## src/rtl/axis_i2s2_transceiver.sv

```systemverilog
`default_nettype none
// ============================================================================
// Module      : axis_i2s2_transceiver
// Description : Pmod I2S2 serial front end. Generates SCLK/LRCK from MCLK,
//               deserialises stereo ADC frames into 2-word AXIS packets
//               (left, then right with last=1) and serialises 2-word AXIS
//               packets back out to the DAC one frame after they complete.
// Revision    : 1.0 - initial release
// ============================================================================
module axis_i2s2_transceiver #(
    parameter int DATA_WIDTH = 24
) (
    input  logic                  clk,
    input  logic                  resetn,
    // DAC-bound sample stream
    input  logic [DATA_WIDTH-1:0] s_axis_data,
    input  logic                  s_axis_valid,
    output logic                  s_axis_ready,
    input  logic                  s_axis_last,
    // ADC-sourced sample stream
    output logic [DATA_WIDTH-1:0] m_axis_data,
    output logic                  m_axis_valid,
    input  logic                  m_axis_ready,
    output logic                  m_axis_last,
    // Pmod I2S2 pins
    output logic                  tx_lrck,
    output logic                  tx_sclk,
    output logic                  tx_sdout,
    output logic                  rx_lrck,
    output logic                  rx_sclk,
    input  logic                  rx_sdin,
    output logic                  rx_overrun
);

    // Last slot that carries a sample bit; later slots of a half-frame are zero.
    localparam logic [4:0] c_LAST_SLOT = 5'(DATA_WIDTH);
    // Zero padding that left-aligns a sample inside a 32-bit slot window.
    localparam int         c_PAD       = 32 - DATA_WIDTH;
    localparam logic [8:0] c_CNT_LAST  = 9'd511;
    localparam logic [2:0] c_RX_PHASE  = 3'd3;

    // ------------------------------------------------------------------------
    // Registered state
    // ------------------------------------------------------------------------
    logic [8:0]            r_cnt;
    logic                  r_sdout;
    logic                  r_tx_full;
    logic [DATA_WIDTH-1:0] r_tx_hold_left;
    logic [DATA_WIDTH-1:0] r_tx_hold_right;
    logic [DATA_WIDTH-1:0] r_tx_word_left;
    logic [DATA_WIDTH-1:0] r_tx_word_right;
    logic [DATA_WIDTH-1:0] r_rx_shift_left;
    logic [DATA_WIDTH-1:0] r_rx_shift_right;
    logic [DATA_WIDTH-1:0] r_rx_hold_right;
    logic [DATA_WIDTH-1:0] r_m_data;
    logic                  r_m_valid;
    logic                  r_m_last;
    logic                  r_overrun;

    // ------------------------------------------------------------------------
    // Combinational decode
    // ------------------------------------------------------------------------
    logic [8:0]            w_cnt_next;
    logic [4:0]            w_slot;
    logic                  w_tx_frame_start;
    logic                  w_rx_frame_end;
    logic                  w_rx_sample;
    logic                  w_s_fire;
    logic                  w_m_fire;
    logic [DATA_WIDTH-1:0] w_tx_word_next;
    logic [31:0]           w_tx_window;
    logic [4:0]            w_tx_bit_idx;
    logic                  w_tx_bit_next;

    assign w_cnt_next       = r_cnt + 9'd1;
    assign w_slot           = r_cnt[7:3];
    assign w_tx_frame_start = (r_cnt == 9'd0);
    assign w_rx_frame_end   = (r_cnt == c_CNT_LAST);

    // ADC data is taken one MCLK before SCLK rises, inside the sample slots only.
    assign w_rx_sample      = (r_cnt[2:0] == c_RX_PHASE) &&
                              (w_slot != 5'd0) && (w_slot <= c_LAST_SLOT);

    assign w_s_fire         = s_axis_valid & ~r_tx_full;
    assign w_m_fire         = r_m_valid & m_axis_ready;

    // The serial bit is chosen for the slot the counter is about to enter.
    // With the word left-aligned in a 32-bit window, slot s maps to bit
    // 32-s = ~(s-1); slot 0 lands on bit 0 and trailing slots land on the
    // zero padding, so the delay bit and the tail come out as 0 for free.
    assign w_tx_word_next   = w_cnt_next[8] ? r_tx_word_right : r_tx_word_left;
    assign w_tx_window      = {w_tx_word_next, {c_PAD{1'b0}}};
    assign w_tx_bit_idx     = ~(w_cnt_next[7:3] - 5'd1);
    assign w_tx_bit_next    = w_tx_window[w_tx_bit_idx];

    // ------------------------------------------------------------------------
    // Outputs
    // ------------------------------------------------------------------------
    assign tx_sclk      = r_cnt[2];
    assign rx_sclk      = r_cnt[2];
    assign tx_lrck      = r_cnt[8];
    assign rx_lrck      = r_cnt[8];
    assign tx_sdout     = r_sdout;
    assign s_axis_ready = ~r_tx_full;
    assign m_axis_data  = r_m_data;
    assign m_axis_valid = r_m_valid;
    assign m_axis_last  = r_m_last;
    assign rx_overrun   = r_overrun;

    // Free-running frame counter: SCLK, LRCK and slot timing all derive from it.
    always_ff @(posedge clk) begin
        if (!resetn) begin
            r_cnt <= 9'd0;
        end else begin
            r_cnt <= w_cnt_next;
        end
    end

    // Collect an incoming DAC packet; a complete packet blocks input until the frame start.
    always_ff @(posedge clk) begin
        if (!resetn) begin
            r_tx_full       <= 1'b0;
            r_tx_hold_left  <= '0;
            r_tx_hold_right <= '0;
        end else if (w_tx_frame_start && r_tx_full) begin
            // Packet moves to the frame registers; leave no stale left word behind.
            r_tx_full       <= 1'b0;
            r_tx_hold_left  <= '0;
            r_tx_hold_right <= '0;
        end else if (w_s_fire) begin
            if (s_axis_last) begin
                r_tx_hold_right <= s_axis_data;
                r_tx_full       <= 1'b1;
            end else begin
                r_tx_hold_left  <= s_axis_data;
            end
        end
    end

    // Latch the words for the frame just starting; silence when no full packet is waiting.
    always_ff @(posedge clk) begin
        if (!resetn) begin
            r_tx_word_left  <= '0;
            r_tx_word_right <= '0;
        end else if (w_tx_frame_start) begin
            if (r_tx_full) begin
                r_tx_word_left  <= r_tx_hold_left;
                r_tx_word_right <= r_tx_hold_right;
            end else begin
                r_tx_word_left  <= '0;
                r_tx_word_right <= '0;
            end
        end
    end

    // Serial DAC data is registered and only updated on SCLK falling edges.
    always_ff @(posedge clk) begin
        if (!resetn) begin
            r_sdout <= 1'b0;
        end else if (w_cnt_next[2:0] == 3'd0) begin
            r_sdout <= w_tx_bit_next;
        end
    end

    // Shift ADC bits MSB first into the channel selected by LRCK.
    always_ff @(posedge clk) begin
        if (!resetn) begin
            r_rx_shift_left  <= '0;
            r_rx_shift_right <= '0;
        end else if (w_rx_sample) begin
            if (r_cnt[8]) begin
                r_rx_shift_right <= DATA_WIDTH'({r_rx_shift_right, rx_sdin});
            end else begin
                r_rx_shift_left  <= DATA_WIDTH'({r_rx_shift_left, rx_sdin});
            end
        end
    end

    // Present each received frame as left/right words; drop whole frames while one is pending.
    always_ff @(posedge clk) begin
        if (!resetn) begin
            r_m_data        <= '0;
            r_m_valid       <= 1'b0;
            r_m_last        <= 1'b0;
            r_rx_hold_right <= '0;
            r_overrun       <= 1'b0;
        end else begin
            r_overrun <= 1'b0;
            if (w_rx_frame_end && !r_m_valid) begin
                r_m_data        <= r_rx_shift_left;
                r_rx_hold_right <= r_rx_shift_right;
                r_m_valid       <= 1'b1;
                r_m_last        <= 1'b0;
            end else begin
                // A pending packet is never disturbed by a newer frame.
                if (w_rx_frame_end) begin
                    r_overrun <= 1'b1;
                end
                if (w_m_fire) begin
                    if (!r_m_last) begin
                        r_m_data <= r_rx_hold_right;
                        r_m_last <= 1'b1;
                    end else begin
                        r_m_valid <= 1'b0;
                        r_m_last  <= 1'b0;
                    end
                end
            end
        end
    end

endmodule
`default_nettype wire

```

## config.mk

```make
export PLATFORM = sky130hd
export DESIGN_NAME = axis_i2s2_transceiver
export DESIGN_NICKNAME = d
export VERILOG_FILES = /design/src/rtl/axis_i2s2_transceiver.sv
export SDC_FILE = /design/constraint.sdc
export NUM_CORES = 1
export LEC_CHECK = 0
export ABC_AREA = 1
export CAP_MARGIN = 0
export CORE_MARGIN = 2
export CORE_UTILIZATION = 40
export DETAILED_ROUTE_END_ITERATION = 6
export SLEW_MARGIN = 10
export SYNTH_ARGS = -nofsm -noshare
export SYNTH_HDL_FRONTEND = slang
export SYNTH_SLANG_ARGS = --single-unit
```

## constraint.sdc

```tcl
create_clock -name clk -period 2.5 [get_ports clk]
set_input_delay 0.375 -clock clk [delete_from_list [all_inputs] [get_ports clk]]
set_output_delay 0.375 -clock clk [all_outputs]
set_load 0.05 [all_outputs]
```

== After elaboration in Yosys (flattened, before gate mapping) ==
Cells that the tools add are included.
Cells by class
  bitwise logic cells: 7
  $lt $le $gt $ge: 2
  muxes and demuxes: 13
  reductions and logical operators: 18
  equal/unequal tests: 3
  add/subtract/negate cells: 2
Operators with widths (number)
  two-way mux 24 bit: 6
  AND reduction 2 bit: 6
  adder 9 x 1 -> 9 bit (second input constant): 1
  == test 9 bit (second input constant): 1
  logical NOT 9 bit: 1
  less-than comparator 5 x 6 -> 1 bit (second input constant): 1
  two-way mux 1 bit: 6
  binary-select mux 1 bit (select 5 bit): 1
  <= comparator 5 bit (second input constant): 1
  inverter 5 bit: 1
  nonzero test 5 bit: 1
  subtractor 5 x 1 -> 5 bit (second input constant): 1
  logical AND 1 bit: 4
  inverter 1 bit: 4
  nonzero test 2 bit: 2
  OR reduction 2 bit: 2
  == test 3 x 2 -> 1 bit (second input constant): 1
  logical NOT 3 bit: 1
  AND 1 bit: 2
  != test 2 x 1 -> 1 bit (second input constant): 1
  logical NOT 1 bit: 1
Storage, ports and cells
  flip-flop bits (word level): 206
  output and inout bits: 33
  bits of input ports: 30

== Logic depth before layout (Yosys ltp) ==
Gate-level depths: netlist of the first run.
  depth after elaboration: 5
  depth in mapped cells: 18
  gate-level depth less buffers: 16

== Worst setup path before layout of the first run ==
No wires, ideal clock.
  kind: register -> register
  start point: register r_cnt[2]
  end point: register r_sdout (netlist: tx_sdout)
  data required time: 2.430 ns
  slack: -0.003 ns
  clock period less this slack: 2.503 ns
  arrival time: 2.433 ns
  cell stages (with the launch flop): 19
  path through: dfxtp_1 -> nand2_1 -> nor2_1 -> nand2_1 -> nor2_1 -> ha_1 -> buf_2 -> inv_1 -> buf_4 -> nor2_1 -> nor2_1 -> nand3_1 -> nand3_1 -> nand2_1 -> nand2_1 -> nand2_1 -> nor2_1 -> nor2_1 -> a21oi_1
Between the ends
  elaborated cells on any way between the ends: 7
RTL lines
  from (decl): line 45  | logic [8:0] r_cnt;
  from (signal assigned): line 115  | r_cnt <= w_cnt_next;
  adder 9 x 1 -> 9 bit: line 75  | assign w_cnt_next = r_cnt + 9'd1;
  named net w_cnt_next[8]: line 63  | logic [8:0] w_cnt_next;
  two-way mux 24 bit: line 91  | assign w_tx_word_next = w_cnt_next[8] ? r_tx_word_right : r_tx_word_left;
  binary-select mux 1 bit (select 5 bit): line 94  | assign w_tx_bit_next = w_tx_window[w_tx_bit_idx];
  two-way mux 1 bit (not written as such): line 94
  to (signal assigned): line 161  | r_sdout <= w_tx_bit_next;
  to (decl): line 46  | logic r_sdout;
The timed path passes the listed nets, and every way through them passes these cells. The select of a mux whose other input is x is not followed.
A chain may end at the register's enable or synchronous reset.

== Final worst setup path of the first run ==
  start point: register r_cnt[5]
  end point: register r_sdout (netlist: tx_sdout)
The elaborated chain is that of the path after synthesis.

==> results of run 1 <==
[layout by cell type, fill, tap and decap left out, types with 8 or more instances in the layout]
cell             count
nand2b_1            24
nand2_1            273
o21ai_0             48
nand2_2              8
dfxtp_1            204
a21boi_0             9
buf_4               29
inv_2               10
nor2_1             137
a21oi_1            122
clkbuf_16           23
nand3_1            113
clkdlybuf4s50_1     61
inv_1               25
nand4_1             28
a31oi_1             24
[per-stage QoR]
step           total power, mW  instances  hold slack, ns  instance area, µm²
2_1_floorplan            3.712       1137          0.4397                8403
3_3_place_gp             3.856       1419          0.4488                9244
3_5_place_dp             3.860       1419          0.4537                9244
4_1_cts                  7.320       1460          0.4523               10020
5_1_grt                  7.503       1460          0.4812               10020
6_report                 7.236       1460          0.4610               10020
[layer usage]
metal	routed length (µm)	GRT usage [%]	share of wire, %	up-vias
met3	744	2.416	3.8	35
met2	8505	28.18	43	128
met4	393	4.571	2.0	0
li1	-	-	-	3818
met5	0	0	0	-
met1	9986	25.72	51	3336
[sequential cells by signal, indices dropped and copies added (netlist names)]
signal and cells:
m_axis_data 24, m_axis_last 1, m_axis_valid 1, r_cnt 9, r_rx_hold_right 24, r_rx_shift_left 24, r_rx_shift_right 24, r_tx_full 1
r_tx_hold_left 24, r_tx_hold_right 24, r_tx_word_left 24, r_tx_word_right 24, rx_overrun 1, tx_sdout 1
[critical path, cell delays in order (launching register included)]
cell,delay [ns]
dfxtp_1,0.42
nand2_1,0.08
nor2_1,0.16
nand2_1,0.11
nor2_1,0.12
ha_1,0.26
inv_1,0.06
buf_4,0.23
nand2_1,0.07
and2_0,0.13
nand3_1,0.06
nand3_1,0.08
nand2_1,0.07
nand2_1,0.05
nand3_1,0.08
nand3_1,0.07
a21oi_1,0.12
[report_power, final]
| part | total, mW | internal [mW] | switching [mW] |
|---|---|---|---|
| clock network | 3.45 | 2.14 | 1.31 |
| logic | 0.420 | 0.143 | 0.277 |
| registers | 3.37 | 3.33 | 0.0324 |
| total | 7.24 | 5.62 | 1.62 |
[synthesized netlist by cell type, types with 3 or more instances]
master and n:
o21ai_1 4, o21ai_0 48, nand4_1 28, nand3b_1 3, buf_1 5, inv_2 10
and2_0 3, a21boi_0 9, a31oi_1 24, nand2_1 273, ha_1 6, clkbuf_2 4
nand2_2 8, nand3_1 113, nor2_1 138, nand2b_1 24, nor2_4 3, clkbuf_1 43
dfxtp_1 206, buf_2 26, a21oi_1 123, buf_4 6, inv_1 25
[how the worst min path moves through the flow]
stage                              from                  end  slack, ns
floorplan             r_tx_hold_left[0]    r_tx_hold_left[0]       0.44
global placement     r_rx_hold_right[2]   r_rx_hold_right[2]       0.45
detailed placement   r_tx_word_left[14]   r_tx_word_left[14]       0.45
CTS                      s_axis_data[0]    r_tx_hold_left[0]       0.45
global route        r_tx_hold_right[14]  r_tx_hold_right[14]       0.48
finish               r_tx_word_left[14]   r_tx_word_left[14]       0.46
[logic make-up (layout without fill, tap and decap cells)]
family | after synthesis | after routing | share of synthesized area [%]
compound gates | 209 | 209 | 13.16
fa+ha+maj | 6 | 6 | 0.8935
buf+inv | 120 | 168 | 6.165
flops | 206 | 206 | 49.08
simple gates | 596 | 596 | 30.69
[cell type report]
cell class / instances / area, µm² / share of cell area, %
clock buffer: 32 / 659.4 / 6.578
tap: 275 / 344.1 / 3.432
sequential: 206 / 4126 / 41.16
inverter: 35 / 131.4 / 1.311
multi-input combinational: 811 / 3775 / 37.66
timing repair buffer: 92 / 868.3 / 8.662
clock inverter: 9 / 120.1 / 1.198
[what timing repair did]
item                       in CTS  in global routing
gates resized for setup         0                  1
buffers inserted                0                  0
hold buffers                    0                  0
setup endpoints to repair       0                  1
==> metrics, run 1 <==
run status=finished clean; GP Congestion=0.8163; vias in the first global route=just under 7,000; Worst EP required=slightly below 3 ns; synth unique cells=27; starting density of the core=around 40%; Final nets=about 1,200; syn nets=between 1,000 and 1,500; power density over the cells=between 700 and 800 nW/µm²; grt total ovfl=0; DRC viols=0; R2R Path End=tx_sdout; largest net degree at the start of global routing=55; root buffer cell=clkbuf_16; Yosys reg bits=roughly 210; total negative slack=0 ns; Max Cap Viol=0; maximum clock insertion buffer count=3; H-tree levels=1; Rows=53; Final period util=about nine tenths; post-synth top area cell=dfxtp_1; f_max=0.4489 GHz; Hold Fails Final Rpt=0; Tmin final=approximately 2.2 ns; Die Width=148.9 µm; Slew Limit Headroom=45.71%; via count=between 7,000 and 8,000; Crit path arrival time=about 2.7 ns; worst r2r src=r_cnt[5]; register area share after synthesis=about half; global-route wire length before repair=around 34,000 µm; R2R setup slack=about 0.27 ns; R2R cell count=16; final WL=19,630 µm; worst skew pair latency=~0.5 ns; share of layout cells above drive strength 1=under 10%; IO Count=63; Finished Core Util=around half; WL per Instance=between 10 and 15 µm; unrepaired setup endpoints after global routing=false; Critical Path End=tx_sdout; crit-path max FO=23; Port Buf Inserts=62; drt first pass iters=5; fill cell count=approximately 2,200; hold depth=2; DIE AREA=22,180 µm²; Post-Syn Area=~8400 µm²; Via density=between 5 and 6; Slew @ Worst Pin=0.8131 ns; Synth top area share=about half; async set-reset flop share out of synthesis=0%; Core ar.=between 20,000 and 25,000 µm²; Synth-to-Final Area Change=19.31%; Main synth FF type=dfxtp_1; Worst Hold Class=flip-flop to flip-flop; Final Setup Violations=0; kind of critical path=flip-flop to flip-flop; ANT cells=0; CP Capture Type=flip-flop; Clk pin slew, worst setup/hold paths=0.06 ns; Syn Inst Count=roughly 1,100; CP Launch Point=r_cnt[5]; Synth area leaders=dfxtp_1 (49%), nand2_1 (12%), a21oi_1 (7.3%); initial antenna violation count=0; CTS Buf Count=23; Max Slew Vio Count=0; number of flops mapped to enable cells by yosys=0; CTS tree=done; gr usage total=about 18%; ANT nets after route=0; P_leak=between 3 and 4 nW; Synth Area per Inst=roughly 7.4 µm²; yosys warns=0; Initial DRC Count=366; critical path startpoint category=flip-flop; Worst VDD drop=about 0.00051 V; skew final=roughly 0.016 ns; Clock Sinks=roughly 210; pre-CTS WS=0.2593 ns; Post-DP HPWL=between 10,000 and 15,000 µm; worst setup margin=0.2724 ns; die height=between 100 and 150 µm
(Power assumes the default switching activity.)
==> inputs of run 2 (changes only) <==
- GPL_ROUTABILITY_DRIVEN: not set -> 0
==> results of run 2 <==
The final DEF is identical to that of run 1; final timing and power are the same.
==> inputs of run 3 (changes only) <==
- CTS_CLUSTER_SIZE: not set -> 12
==> metrics, run 3 (synthesis gave the netlist of run 1 again) <==
Slew @ Worst Pin=0.8104 ns (-0.002717 ns); run status=finished clean; final WL=19,640 µm (about the same); total negative slack=0 ns (unchanged); Clk pin slew, worst setup/hold paths=0.06 ns (about the same); R2R Path End=m_axis_data[12]; Pwr Total=6.970 mW (-3.7%); Hold Fails Final Rpt=0 (unchanged); Crit path arrival time=1.85 ns (-0.81 ns); unrepaired setup endpoints after global routing=false; crit-path cells=clkdlybuf4s50_1; Post-DP HPWL=12,680 µm (unchanged); largest net degree at the start of global routing=55 (unchanged); power density over the cells=699.7 nW/µm² (-3.1%); Max Slew Vio Count=0 (unchanged); Tmin final=2.223 ns (-0.004753 ns); ANT cells=0 (unchanged); P_leak=3.796 nW (-0.80%); global-route wire length before repair=33,510 µm (about the same); f_max=0.4499 GHz (+0.21%); Synth-to-Final Area Change=18.56%; hold path endpoint=r_tx_hold_right[14]; Worst EP required=2.12 ns (-0.81 ns); worst r2r src=r_cnt[5]; Final nets=1,205 (unchanged); die height=148.9 µm (unchanged); maximum clock insertion buffer count=3 (unchanged); skew final=0.01855 ns (+0.002282 ns); multi-input logic area=3775 µm² (unchanged); gr usage total=17.84% (about the same); hold slack final=0.4610 ns (+0.00003700 ns); Die Width=148.9 µm (unchanged); Crit-path slowest cell=clkdlybuf4s50_1; Worst VDD drop=0.0005012 V (-1.7%); Power Internal=5.368 mW (-4.5%); Switching Fraction=22.99% (+0.65 points); Max Cap Viol=0 (unchanged); Port Buf Inserts=62 (unchanged); hold depth=2 (unchanged); starting density of the core=40.35% (unchanged); Storage cell area=4126 µm² (unchanged); Worst Hold Class=flip-flop to flip-flop; Logic pwr share=6.0% (+0.2 points); part of the power in the clock network=45.7% (-2.0 points); crit-path max FO=5 (-78%); Final Setup Violations=0 (unchanged); share of layout cells above drive strength 1=7.939% (-0.16 points); switching pwr=1.602 mW (-0.89%); Initial DRC Count=353 (-3.6%); via count=7,321 (+0.055%); most frequent cells in the layout=nand2_1 (273), dfxtp_1 (204), nor2_1 (137), a21oi_1 (122), nand3_1 (113); hold_buf cts=0 (unchanged); drt first pass iters=5 (unchanged); root buffer cell=clkbuf_16; worst skew pair latency=0.50 ns (about the same); Core ar.=20,820 µm² (unchanged); hold_sp=r_tx_hold_right[14]; CTS tree=done; CP max stage delay=0.86 ns (+0.44 ns); critical path startpoint category=flip-flop; kind of critical path=flip-flop to output port; initial antenna violation count=0 (unchanged); Final period util=88.91% (-0.19 points); grt total ovfl=0 (unchanged); Rows=53 (unchanged); ANT nets after route=0 (unchanged); WL per Instance=13.46 µm (+0.13%); CP Capture Type=output port; commonest non-fill, non-tap cell in the layout=nand2_1; R2R cell count=12 (-4); Sequential Power Share=48.3% (+1.8 points); Clock Sinks=206 (unchanged); fill cell count=2,181 (+0.18%); CTS Buf Count=23 (unchanged); critical path's top delay family=buffers and inverters; Slew Limit Headroom=45.90% (+0.18 points); H-tree levels=1 (unchanged); R2R setup slack=0.28 ns (about the same); IO Count=63 (unchanged); Via density=5.018 (+0.12%); DIE AREA=22,180 µm² (unchanged); vias in the first global route=6,825 (-0.64%); DRC viols=0 (unchanged); Buf/Inv on CP=1 (-1)
-- run 3: worst max path at each step --
stage          startpoint  endpoint  slack, ns  depth (start not counted)
2_1_floorplan    r_cnt[2]  tx_sdout       0.22                         18
3_5_place_dp     r_cnt[3]  tx_sdout       0.26                         15
3_3_place_gp     r_cnt[3]  tx_sdout       0.33                         15
6_report         r_cnt[8]   tx_lrck       0.28                          1
5_1_grt          r_cnt[2]  tx_sdout      0.008                         17
4_1_cts          r_cnt[8]   tx_lrck       0.24                          1
-- run 3: area by class of cell --
| cell class | instances | area share (%) |
|---|---|---|
| multi-input combinational | 811 | 37.90 |
| clock buffer | 35 | 6.934 |
| sequential | 206 | 41.43 |
| timing repair buffer | 92 | 8.718 |
| tap | 275 | 3.454 |
| clock inverter | 5 | 0.2512 |
| inverter | 35 | 1.319 |
-- run 3: power groups by stage --
stage	combinational [mW]	sequential, mW	clock [mW]
final	0.420	3.37	3.18
after global routing	0.466	3.37	3.40
after CTS	0.423	3.37	3.26
after detailed placement	0.422	3.44	0
after global placement	0.420	3.44	0
after floorplan	0.275	3.44	0
-- run 3: stage by stage --
step	setup WS, ns	instances	utilization [%]	area (µm²)
4_1_cts	0.2415	1459	47.83	9960
3_3_place_gp	0.3304	1419	44.39	9244
5_1_grt	0.007842	1459	47.84	9961
6_report	0.2772	1459	47.84	9961
2_1_floorplan	0.2201	1137	-	8403
3_5_place_dp	0.2593	1419	44.39	9244
-- run 3: repair_timing --
action,CTS,global route
resized for setup,0,1
setup endpoints to repair,0,1
buffers inserted,0,0
-- run 3: routing by layer --
metal | wire length, µm | GRT usage (%) | share of wire, % | vias up
met4 | 425 | 4.714 | 2.2 | 0
met5 | 0 | 0 | 0 | -
met2 | 8566 | 28.11 | 44 | 119
li1 | - | - | - | 3814
met3 | 693 | 2.385 | 3.5 | 31
met1 | 9956 | 25.73 | 51 | 3357
